### config.mk
export PLATFORM = sky130hd
export DESIGN_NAME = gc_sweep_ctrl
export DESIGN_NICKNAME = d
export VERILOG_FILES = /design/src/rtl/gc_sweep_ctrl.sv
export SDC_FILE = /design/constraint.sdc
export NUM_CORES = 1
export LEC_CHECK = 0
export BUFFER_PORTS_ARGS = -buffer_cell sky130_fd_sc_hd__buf_2
export CORE_UTILIZATION = 40
export DETAILED_ROUTE_END_ITERATION = 10
export SLEW_MARGIN = 20
export SYNTH_ARGS = -nofsm -noshare
export SYNTH_HDL_FRONTEND = slang
export SYNTH_SLANG_ARGS = --single-unit
export TNS_END_PERCENT = 50
### constraint.sdc
create_clock -name clk -period 2.9 [get_ports clk]
set_input_delay 0.29 -clock clk [delete_from_list [all_inputs] [get_ports clk]]
set_output_delay 0.29 -clock clk [all_outputs]
set_load 0.01 [all_outputs]
### src/rtl/gc_sweep_ctrl.sv
// gc_sweep_ctrl: sequences vecmul_gc through Gibbs sweeps over every (node, colour-bit) pair
// Ports:
//   clk, rst_n                 clock, asynchronous active-low reset
//   start, num_sweeps,         run request; sweep count and initial colours are
//   nodes_init                 sampled together with start in IDLE
//   row_addr                   weight-row address (memory answers one cycle later)
//   vm_nodes, vm_node_count,   colour state and pair under update, to the datapath
//   vm_color_bit_count
//   vm_product                 signed datapath result, captured in CALC
//   noise                      signed random term, added in UPDATE
//   nodes_out, flip_count      current colours and saturating count of changed bits
//   busy, done                 run in progress; one-cycle end-of-run pulse
module gc_sweep_ctrl #(
  parameter int PRECISION_BITS  = 4,
  parameter int OVERFLOW_BITS   = 4,
  parameter int NUM_NODES       = 4,
  parameter int NUM_NODES_BIT   = 2,
  parameter int NUM_COLORS      = 3,
  parameter int NUM_COLORS_BITS = 2,
  parameter int CBC_BITS        = 1,
  parameter int SWEEP_BITS      = 8,
  parameter int FLIP_BITS       = 16,
  localparam int PAD_BITS       = PRECISION_BITS + OVERFLOW_BITS,
  localparam int NW             = NUM_NODES * NUM_COLORS_BITS
) (
  input  logic                       clk,
  input  logic                       rst_n,
  input  logic                       start,
  input  logic [SWEEP_BITS-1:0]      num_sweeps,
  input  logic [NW-1:0]              nodes_init,
  output logic [NUM_NODES_BIT-1:0]   row_addr,
  output logic [NW-1:0]              vm_nodes,
  output logic [NUM_NODES_BIT-1:0]   vm_node_count,
  output logic [CBC_BITS-1:0]        vm_color_bit_count,
  input  logic [PAD_BITS-1:0]        vm_product,
  input  logic [PAD_BITS-1:0]        noise,
  output logic [NW-1:0]              nodes_out,
  output logic                       busy,
  output logic                       done,
  output logic [FLIP_BITS-1:0]       flip_count
);
  typedef enum logic [2:0] {IDLE, FETCH, CALC, UPDATE, FINISH} state_t;
  state_t state_q, state_d;
  logic [NUM_NODES_BIT-1:0] n_q, n_d;
  logic [CBC_BITS-1:0] b_q, b_d;
  logic [SWEEP_BITS-1:0] s_q, s_d, sweeps_q, sweeps_d, s_inc;
  logic [NW-1:0] nodes_q, nodes_d;
  logic [FLIP_BITS-1:0] flip_q, flip_d;
  logic [PAD_BITS-1:0] product_q, product_d;
  logic [PAD_BITS:0] sum;
  logic [NUM_COLORS_BITS-1:0] old_c, cand;
  logic last_b, last_n;
  always_comb begin
    state_d   = state_q;
    n_d       = n_q;
    b_d       = b_q;
    s_d       = s_q;
    sweeps_d  = sweeps_q;
    nodes_d   = nodes_q;
    flip_d    = flip_q;
    product_d = product_q;
    // one extra bit so the sum of two PAD_BITS signed values cannot overflow
    sum       = {product_q[PAD_BITS-1], product_q} + {noise[PAD_BITS-1], noise};
    old_c     = nodes_q[int'(n_q)*NUM_COLORS_BITS +: NUM_COLORS_BITS];
    cand      = old_c;
    cand[b_q] = !sum[PAD_BITS] && (|sum);
    last_b    = b_q == CBC_BITS'(NUM_COLORS_BITS - 1);
    last_n    = n_q == NUM_NODES_BIT'(NUM_NODES - 1);
    s_inc     = s_q + SWEEP_BITS'(1);
    case (state_q)
      IDLE: if (start) begin
        nodes_d  = nodes_init;
        sweeps_d = num_sweeps;
        flip_d   = '0;
        n_d      = '0;
        b_d      = '0;
        s_d      = '0;
        state_d  = num_sweeps == '0 ? FINISH : FETCH;
      end
      FETCH: state_d = CALC;
      CALC: begin
        product_d = vm_product;
        state_d   = UPDATE;
      end
      UPDATE: begin
        // illegal colour codes are rejected, leaving the node unchanged
        if ({1'b0, cand} < (NUM_COLORS_BITS+1)'(NUM_COLORS)) begin
          nodes_d[int'(n_q)*NUM_COLORS_BITS +: NUM_COLORS_BITS] = cand;
          if (cand != old_c && !(&flip_q)) flip_d = flip_q + FLIP_BITS'(1);
        end
        b_d = last_b ? '0 : b_q + CBC_BITS'(1);
        n_d = last_b ? (last_n ? '0 : n_q + NUM_NODES_BIT'(1)) : n_q;
        s_d = (last_b && last_n) ? s_inc : s_q;
        // s_inc compared before it is stored, so a full-scale count never wraps early
        state_d = (last_b && last_n && s_inc == sweeps_q) ? FINISH : FETCH;
      end
      default: state_d = IDLE;
    endcase
  end
  always_ff @(posedge clk or negedge rst_n) begin
    if (!rst_n) begin
      state_q   <= IDLE;
      n_q       <= '0;
      b_q       <= '0;
      s_q       <= '0;
      sweeps_q  <= '0;
      nodes_q   <= '0;
      flip_q    <= '0;
      product_q <= '0;
    end else begin
      state_q   <= state_d;
      n_q       <= n_d;
      b_q       <= b_d;
      s_q       <= s_d;
      sweeps_q  <= sweeps_d;
      nodes_q   <= nodes_d;
      flip_q    <= flip_d;
      product_q <= product_d;
    end
  end
  assign row_addr           = n_q;
  assign vm_node_count      = n_q;
  assign vm_color_bit_count = b_q;
  assign vm_nodes           = nodes_q;
  assign nodes_out          = nodes_q;
  assign flip_count         = flip_q;
  assign busy               = state_q != IDLE;
  assign done               = state_q == FINISH;
endmodule

# Yosys cells after proc, flatten, opt, wreduce, memory -nomap -nowiden
# Index checks and enable logic that the tools add are counted.
# word_totals
ff_bits	54
out_inout_bits	39
# op_classes
n_addsub	6
n_lt_le_gt_ge	3
n_eq_ne	12
shifts	3
mux	25
n_reduce_logical	19
# op_table
operator	count
$mux W16	3
$neg A3 Y33	1
$shift A2 B33 Y8 const A	1
$shiftx A2 B33 Y8	1
$mux W8	4
$pmux W16 S2	1
$pmux W8 S2	2
$add A16 B1 Y16 const B	1
$reduce_and A16 Y1	1
$pmux W3 S4	1
$ne A2 B2 Y1 const B	5
$add A8 B8 Y9	1
$mux W3	3
$reduce_and A3 Y1	3
$reduce_or A9 Y1	1
$add A8 B1 Y8 const B	1
$bwmux W8	1
$eq A8 B8 Y1	1
$logic_not A8 Y1	1
$shiftx A8 B4 Y2	1
$eq A3 B2 Y1 const B	2
$mux W2	3
$logic_and A1 B1 Y1	5
$pmux W2 S2	1
other kinds (19)	23

# Depth between registers and ports, before layout
# Gate-level depths: netlist of the first run.
# logic_depth
ltp_word	10
depth_mapped	11
depth_no_buf	10

# Worst setup path before layout of the first run
# OpenSTA, ideal clock, no wires.
# synth_path
kind	reg-to-reg
from	register product_q[0]
to	register flip_q[15] (netlist: flip_count[15])
setup_time_ns	0.138
arrival_time_ns	2.767
path_slack_ns	-0.005
stages_incl_launch_ff	12
path_buffers	1
path_cell_list	dfrtp_1 -> ha_1 -> fa_1 -> a211oi_1 -> xor2_1 -> and3_1 -> o221ai_2 -> o311ai_2 -> nand2_1 -> buf_4 -> o41ai_1 -> a21oi_1
# synth_via
elab_chain_len	8
elab_cells_between_ends	11
classes_between	add/sub (1); order compare (1); eq/ne (3); mux (1); reduce/logical (5)
# synth_lines
element	line	source
start, declared	49	logic [PAD_BITS-1:0] product_q, product_d;
start signal, assigned	118	product_q <= product_d;
$add A8 B8 Y9 *	63	sum = {product_q[PAD_BITS-1], product_q} + {noise[PAD_BITS-1], noise};
$reduce_or A9 Y1 / $logic_not A1 Y1 (equally long branches)	66	cand[b_q] = !sum[PAD_BITS] && (|sum);
$logic_and A1 B1 Y1 *	66	
$bwmux W2 *	66	
$ne A2 B2 Y1	89	if (cand != old_c && !(&flip_q)) flip_d = flip_q + FLIP_BITS'(1);
$logic_and A1 B1 Y1	89	
$ne A2 B2 Y1 (no line)	-	
$reduce_and A4 Y1 (no line) *	-	
end signal, assigned	117	flip_q <= flip_d;
end, declared	48	logic [FLIP_BITS-1:0] flip_q, flip_d;
# Every way passes the cells marked *; elsewhere a longest branch is shown, timed or not.
# A chain may end at the register's enable or synchronous reset.

# Worst setup path after layout of the first run
# layout_path
from	register product_q[0]
to	register flip_q[10] (netlist: flip_count[10])
# The elaborated chain is that of the path after synthesis.

==> results.cfg, run 1 <==
[place]
dp.cells = 551
placed_area_sq_mm = 0.00402
place_congestion = 0.856
dp_hpwl_um = 6230
dp_slack_ns = -0.254
port_buffers = 73

[logic_synthesis]
synth_edf_count = 0
synth_fp_nets = 436
synth_ff_type = dfrtp_1
ys_types = 53
synth_async_sr_flop_share_pct = 100
syn-cell-area_sq_mm = 0.00358
netlist_instances = 386
yosysWarnings = 0
synth_area_per_cell_sq_um = 9.26
ys_seq_area_share_pct = 37.8
ys_seq_elements = 54

[clock_network]
cts_tree = done
clkSinkCount = 54
ctsRootBufferMaster = clkbuf_8
clk_latency_ns = 0.31
numCtsBuffers = 5
clkSlewWorstSetupHoldPaths_ns = 0.10
ctsHtreeMaxLevel = 2
cts_max_path_buffers = 2

[setup_path]
critPathLaunchType = flop
arrival_ns = 3.24
worstPathMaxFanout = 5
critPathKind = reg2reg
crit_required_ns = 3.15
critPathCaptureType = flop

[global_route]
grt_use_total_pct = 20.0
grt_antenna_before_repair = 0
grt_max_degree = 39
grt_pass1_vias = 2921
gr-total-overflow = 0
grt_pass1_wl_um = 14400

[run_status]
status = finished, violations left
violations = negative setup slack

[timing]
relSlewSlack_pct = 63.4
period_share_pct = 103
skew_ns = 0.00728
rsz0062_at_grt = true
setup_tns_ns = -0.630
min_period_ns = 2.99
worst_slack_ns = -0.0923
maxSlewViolCount = 0
clock.fmax_ghz = 0.334
hold_violations = 0
finalSetupViolations = 16
worst_pin_slew_ns = 0.548

[power_and_ir_drop]
power_density_mw_per_mm2 = 1010
finalPower_w = 0.00433
ir_drop_mv = 0.471
power_leakage_nw = 1.93

[routing]
drc = 0
wl_um = 8810
drtAntennaViolNets = 0
vias = 3126
routedWlPerCell_um = 15.6
first_iter_violations = 130
avgViaCountPerCell = 5.54
drt_first_pass_iters = 4

[final_layout]
final_common_cell = buf_2
most-common-layout-cells = buf_2 (74), dfrtp_1 (54), nand2_1 (50)
area_delta_synth_final_pct = 19.3
layout.nets = 505
stdcell_count = 564
final_cell_area_sq_mm = 0.00427
seq_area_sq_mm = 0.00135
antenna_cells = 0
multi_input_area_sq_mm = 0.00212
layout-drive-gt1-share_pct = 28.7
nFillCells = 868

[job]
cap_violations = 0

[min_path]
hold_path_class = in2reg

[floorplanning]
start_util_pct = 41.2
rows = 34
chipHeight_um = 96.6
core_sq_mm = 0.00868
pin_count = 74
dieWidth_um = 96.6
dieArea_sq_mm = 0.00932
[cell type report]
class / count / share of cell area (%)
flip-flops and latches: 54 / 31.7
inverters: 9 / 0.792
well taps: 108 / 3.17
repair buffers: 92 / 12.3
clock buffers: 6 / 1.94
multi-input cells: 293 / 49.8
clock inverters: 2 / 0.381
[synthesized netlist by cell type, types with 2 or more instances]
cell type | count | area share (%)
or4b_1 | 2 | 0.56
nand2b_1 | 4 | 0.70
nor3_1 | 9 | 1.3
a211o_1 | 2 | 0.49
and2_1 | 4 | 0.70
o41ai_1 | 4 | 0.98
nand4b_1 | 2 | 0.49
clkbuf_1 | 14 | 1.5
or4_1 | 4 | 0.84
nand3_1 | 14 | 2.0
xnor2_1 | 9 | 2.2
nand2_1 | 51 | 5.4
nor4_1 | 3 | 0.52
buf_6 | 3 | 0.94
buf_4 | 11 | 2.3
mux2_2 | 10 | 3.1
xor2_1 | 9 | 2.2
o31ai_1 | 7 | 1.5
a32o_1 | 2 | 0.56
o21ai_0 | 10 | 1.4
nand3b_1 | 3 | 0.63
nor2_1 | 36 | 3.8
a31o_1 | 3 | 0.73
ha_1 | 14 | 4.9
o22a_1 | 12 | 2.9
inv_1 | 9 | 0.94
nor3b_1 | 4 | 0.84
mux2i_1 | 6 | 1.7
and3_1 | 8 | 1.4
nand4_1 | 9 | 1.6
a21oi_1 | 24 | 3.4
a21o_1 | 4 | 0.84
a211oi_1 | 2 | 0.42
o311ai_0 | 2 | 0.49
o21a_1 | 2 | 0.42
mux4_1 | 4 | 2.9
dfrtp_1 | 54 | 38
[per-layer routing]
metal,wire (um),share of wire [%],GRT usage (%),up-vias
li1,-,-,-,1537
met1,4170,47,27.5,1527
met2,4270,49,33.0,56
met3,283,3.2,3.44,6
met4,85,0.96,4.53,0
met5,0,0,0,-
[sequential cells by signal, summed over array words and instances, names as in the netlist]
signal and flops:
flip_count 16, nodes_out 8, product_q 8, row_addr 2, s_q 8, state_q 3, sweeps_q 8, vm_color_bit_count 1
[per-stage QoR]
stage	utilization (%)	hold slack, ns
floorplan	-	-0.00559
global placement	46.3	0.241
detailed placement	46.3	0.246
CTS	48.6	0.179
global route	49.2	0.187
finish	49.2	0.184
[power breakdown]
part	total, W	internal [W]	switching (W)
Sequential	0.00133	0.00101	0.000319
Combinational	0.00253	0.00118	0.00135
Clock	0.000468	0.000198	0.000270
[cells by family (layout without fill, tap and decap cells)]
logic type / Yosys count / in the layout / share of synthesized area (%)
buf+inv: 39 / 109 / 5.91
simple gates: 158 / 158 / 21.7
xor+xnor: 18 / 18 / 4.41
mux: 20 / 20 / 7.77
flops: 54 / 54 / 37.8
compound gates: 82 / 82 / 17.0
fa+ha+maj: 15 / 15 / 5.46
[final timing paths]
kind                                               to  cells past startpoint                     start  slack (ns)
max reg2reg                flip_count[10]$_DFFE_PN0P_                     11  product_q[0]$_DFFE_PN0N_       -0.09
min reg2reg                   sweeps_q[5]$_DFFE_PN0P_                      2   sweeps_q[5]$_DFFE_PN0P_        0.51
max                        flip_count[10]$_DFFE_PN0P_                     11  product_q[0]$_DFFE_PN0N_       -0.09
min in group asynchronous    nodes_out[6]$_DFFE_PN0P_                      2                     rst_n        0.44
max in group asynchronous     sweeps_q[7]$_DFFE_PN0P_                      3                     rst_n        1.61
min                           sweeps_q[6]$_DFFE_PN0P_                      3             num_sweeps[6]        0.18
[timing repair]
item                                    CTS  global route
pin swaps                                12             9
hold buffers                              1             0
gates cloned                              0             1
buffers inserted                          3             0
resized for setup                        15             9
hold endpoints to repair                 16             0
endpoints found under the setup margin   24            24
[critical path, stage by stage (launching register included)]
cell	delay, ns
dfrtp_1	0.39
ha_2	0.19
fa_2	0.39
a21oi_2	0.18
o211ai_1	0.15
a2111oi_1	0.45
a21oi_1	0.15
o311ai_4	0.12
nand2_2	0.10
buf_6	0.14
or4_4	0.51
a21oi_2	0.14
Note: power is estimated with default switching activity, not from simulation.
==> inputs of run 2 (changes only) <==
--- a/config.mk
+++ b/config.mk
@@ -8,6 +8,7 @@
 export BUFFER_PORTS_ARGS = -buffer_cell sky130_fd_sc_hd__buf_2
 export CORE_UTILIZATION = 40
 export DETAILED_ROUTE_END_ITERATION = 10
+export MAX_ROUTING_LAYER = met4
 export SLEW_MARGIN = 20
 export SYNTH_ARGS = -nofsm -noshare
 export SYNTH_HDL_FRONTEND = slang
==> run 2 against run 1 <==
Against the previous run:
- the flow still finishes with violations (negative setup slack)
- fmax decreased by 0.12%
- die area unchanged
- via count increased by 0.32%
- sequential share of layout area unchanged
- setup slack got worse by 0.0037 ns
- sequential power about the same
- non-clock buffer count unchanged
- final cell count unchanged
- clock-buffer cell count unchanged
- first-iteration DRC count unchanged
- total power about the same
- worst hold slack improved by 0.00094 ns
- largest cell class unchanged
==> results.cfg, run 2 (synthesis gave the netlist of run 1 again) <==
[run_status]
status = finished, violations left
violations = negative setup slack

[floorplanning]
chipHeight_um = 96.6
dieWidth_um = 96.6
core_sq_mm = 0.00868
dieArea_sq_mm = 0.00932
start_util_pct = 41.2
rows = 34
pin_count = 74

[final_layout]
area_delta_synth_final_pct = 19.3
most-common-layout-cells = buf_2 (74), dfrtp_1 (54), nand2_1 (50)
largest_reg_flops = 16
layout-drive-gt1-share_pct = 28.7
final_common_cell = buf_2
antenna_cells = 0
final_cell_area_sq_mm = 0.00427
layout.nets = 505

[global_route]
gr-total-overflow = 0
grt_max_degree = 39
grt_pass1_wl_um = 14400
grt_pass1_vias = 2905
grt_use_total_pct = 20.7
grt_antenna_before_repair = 0

[timing]
maxSlewViolCount = 0
setup_tns_ns = -0.651
period_share_pct = 103
rsz0062_at_grt = true
finalSetupViolations = 16
clock.fmax_ghz = 0.334
min_period_ns = 3.00
skew_ns = 0.00684
hold_violations = 0
worst_slack_ns = -0.0960
relSlewSlack_pct = 63.5
worst_pin_slew_ns = 0.546

[place]
dp_hpwl_um = 6230
port_buffers = 73
place_congestion = 0.870
placed_area_sq_mm = 0.00402

[routing]
drc = 0
first_iter_violations = 130
routedWlPerCell_um = 15.6
wl_um = 8800
drt_first_pass_iters = 4
avgViaCountPerCell = 5.56
drtAntennaViolNets = 0
vias = 3136

[clock_network]
ctsHtreeMaxLevel = 2
clk_latency_ns = 0.31
clkSlewWorstSetupHoldPaths_ns = 0.10
ctsRootBufferMaster = clkbuf_8
numCtsBuffers = 5
cts_max_path_buffers = 2
clkSinkCount = 54
cts_tree = done

[setup_path]
critPathKind = reg2reg
cp_cell_sequence = ha_2, fa_2, a21oi_2, o211ai_1, a2111oi_1, a21oi_1, o311ai_4, nand2_2, buf_2, or4_1, a21oi_1
worst_path_max_delay_cell = or4_1
critPathCaptureType = flop
arrival_ns = 3.24
crit_required_ns = 3.15
critPathLaunchType = flop
crit_top_cell = a21oi_1
slowest_delay_ns = 0.50
worstPathMaxFanout = 4

[power_and_ir_drop]
ir_drop_mv = 0.471
power_leakage_nw = 1.93
power_density_mw_per_mm2 = 1010
finalPower_w = 0.00432

[job]
cap_violations = 0

[min_path]
hold_path_class = in2reg
[run 2: final timing paths]
kind	startpoint	endpoint	slack [ns]	depth (start not counted)
min reg2reg	sweeps_q[5]$_DFFE_PN0P_	sweeps_q[5]$_DFFE_PN0P_	0.51	2
min in group asynchronous	rst_n	nodes_out[6]$_DFFE_PN0P_	0.44	2
max in group asynchronous	rst_n	sweeps_q[7]$_DFFE_PN0P_	1.61	3
max	product_q[0]$_DFFE_PN0N_	flip_count[12]$_DFFE_PN0P_	-0.1	11
min	num_sweeps[6]	sweeps_q[6]$_DFFE_PN0P_	0.18	3
max reg2reg	product_q[0]$_DFFE_PN0N_	flip_count[12]$_DFFE_PN0P_	-0.1	11
[run 2: critical path, delay by kind of cell, from the launching register on]
kind	cells	cell delay, ns
AOI/OAI and AO/OA	6	1.18
adders and majority gates	2	0.58
buffers and inverters	1	0.17
DFF	1	0.39
and+or+nand+nor	2	0.61
[run 2: per-layer routing]
metal | routed length [um] | global-route usage, % | vias to the layer above | share of wire (%)
met2 | 4290 | 32.9 | 56 | 49
met5 | 0 | - | - | 0
li1 | - | - | 1537 | -
met4 | 89 | 4.53 | 0 | 1.0
met3 | 276 | 3.44 | 8 | 3.1
met1 | 4150 | 27.7 | 1535 | 47
[run 2: through the flow]
step                      util [%]  setup WS, ns  instances  hold WS [ns]
after global routing          49.2        -0.222        564         0.187
after global placement        46.3        -0.198        551         0.241
after detailed placement      46.3        -0.254        551         0.246
after floorplan                  -        0.0545        386      -0.00559
after CTS                     48.6        -0.107        563         0.179
final                         49.2       -0.0960        564         0.185
[run 2: where the power goes]
part / internal [W] / switching [W]
Combinational: 0.00118 / 0.00135
Clock: 0.000198 / 0.000270
Sequential: 0.00101 / 0.000318
[run 2: final cells by class]
| type | instances | area, sq um |
|---|---|---|
| clock buffers | 6 | 82.6 |
| fillers | 868 | 4410 |
| flip-flops and latches | 54 | 1350 |
| inverters | 9 | 33.8 |
| repair buffers | 92 | 524 |
| multi-input cells | 293 | 2120 |
| clock inverters | 2 | 16.3 |
| well taps | 108 | 135 |
[run 2: timing repair]
| item | in CTS | in global routing |
|---|---|---|
| cloned | 0 | 1 |
| hold endpoints to repair | 16 | 0 |
| setup buffers | 3 | 0 |
| resized for setup | 15 | 9 |
| endpoints found under the setup margin | 24 | 24 |
| pin swaps | 12 | 9 |
| hold buffers | 1 | 0 |
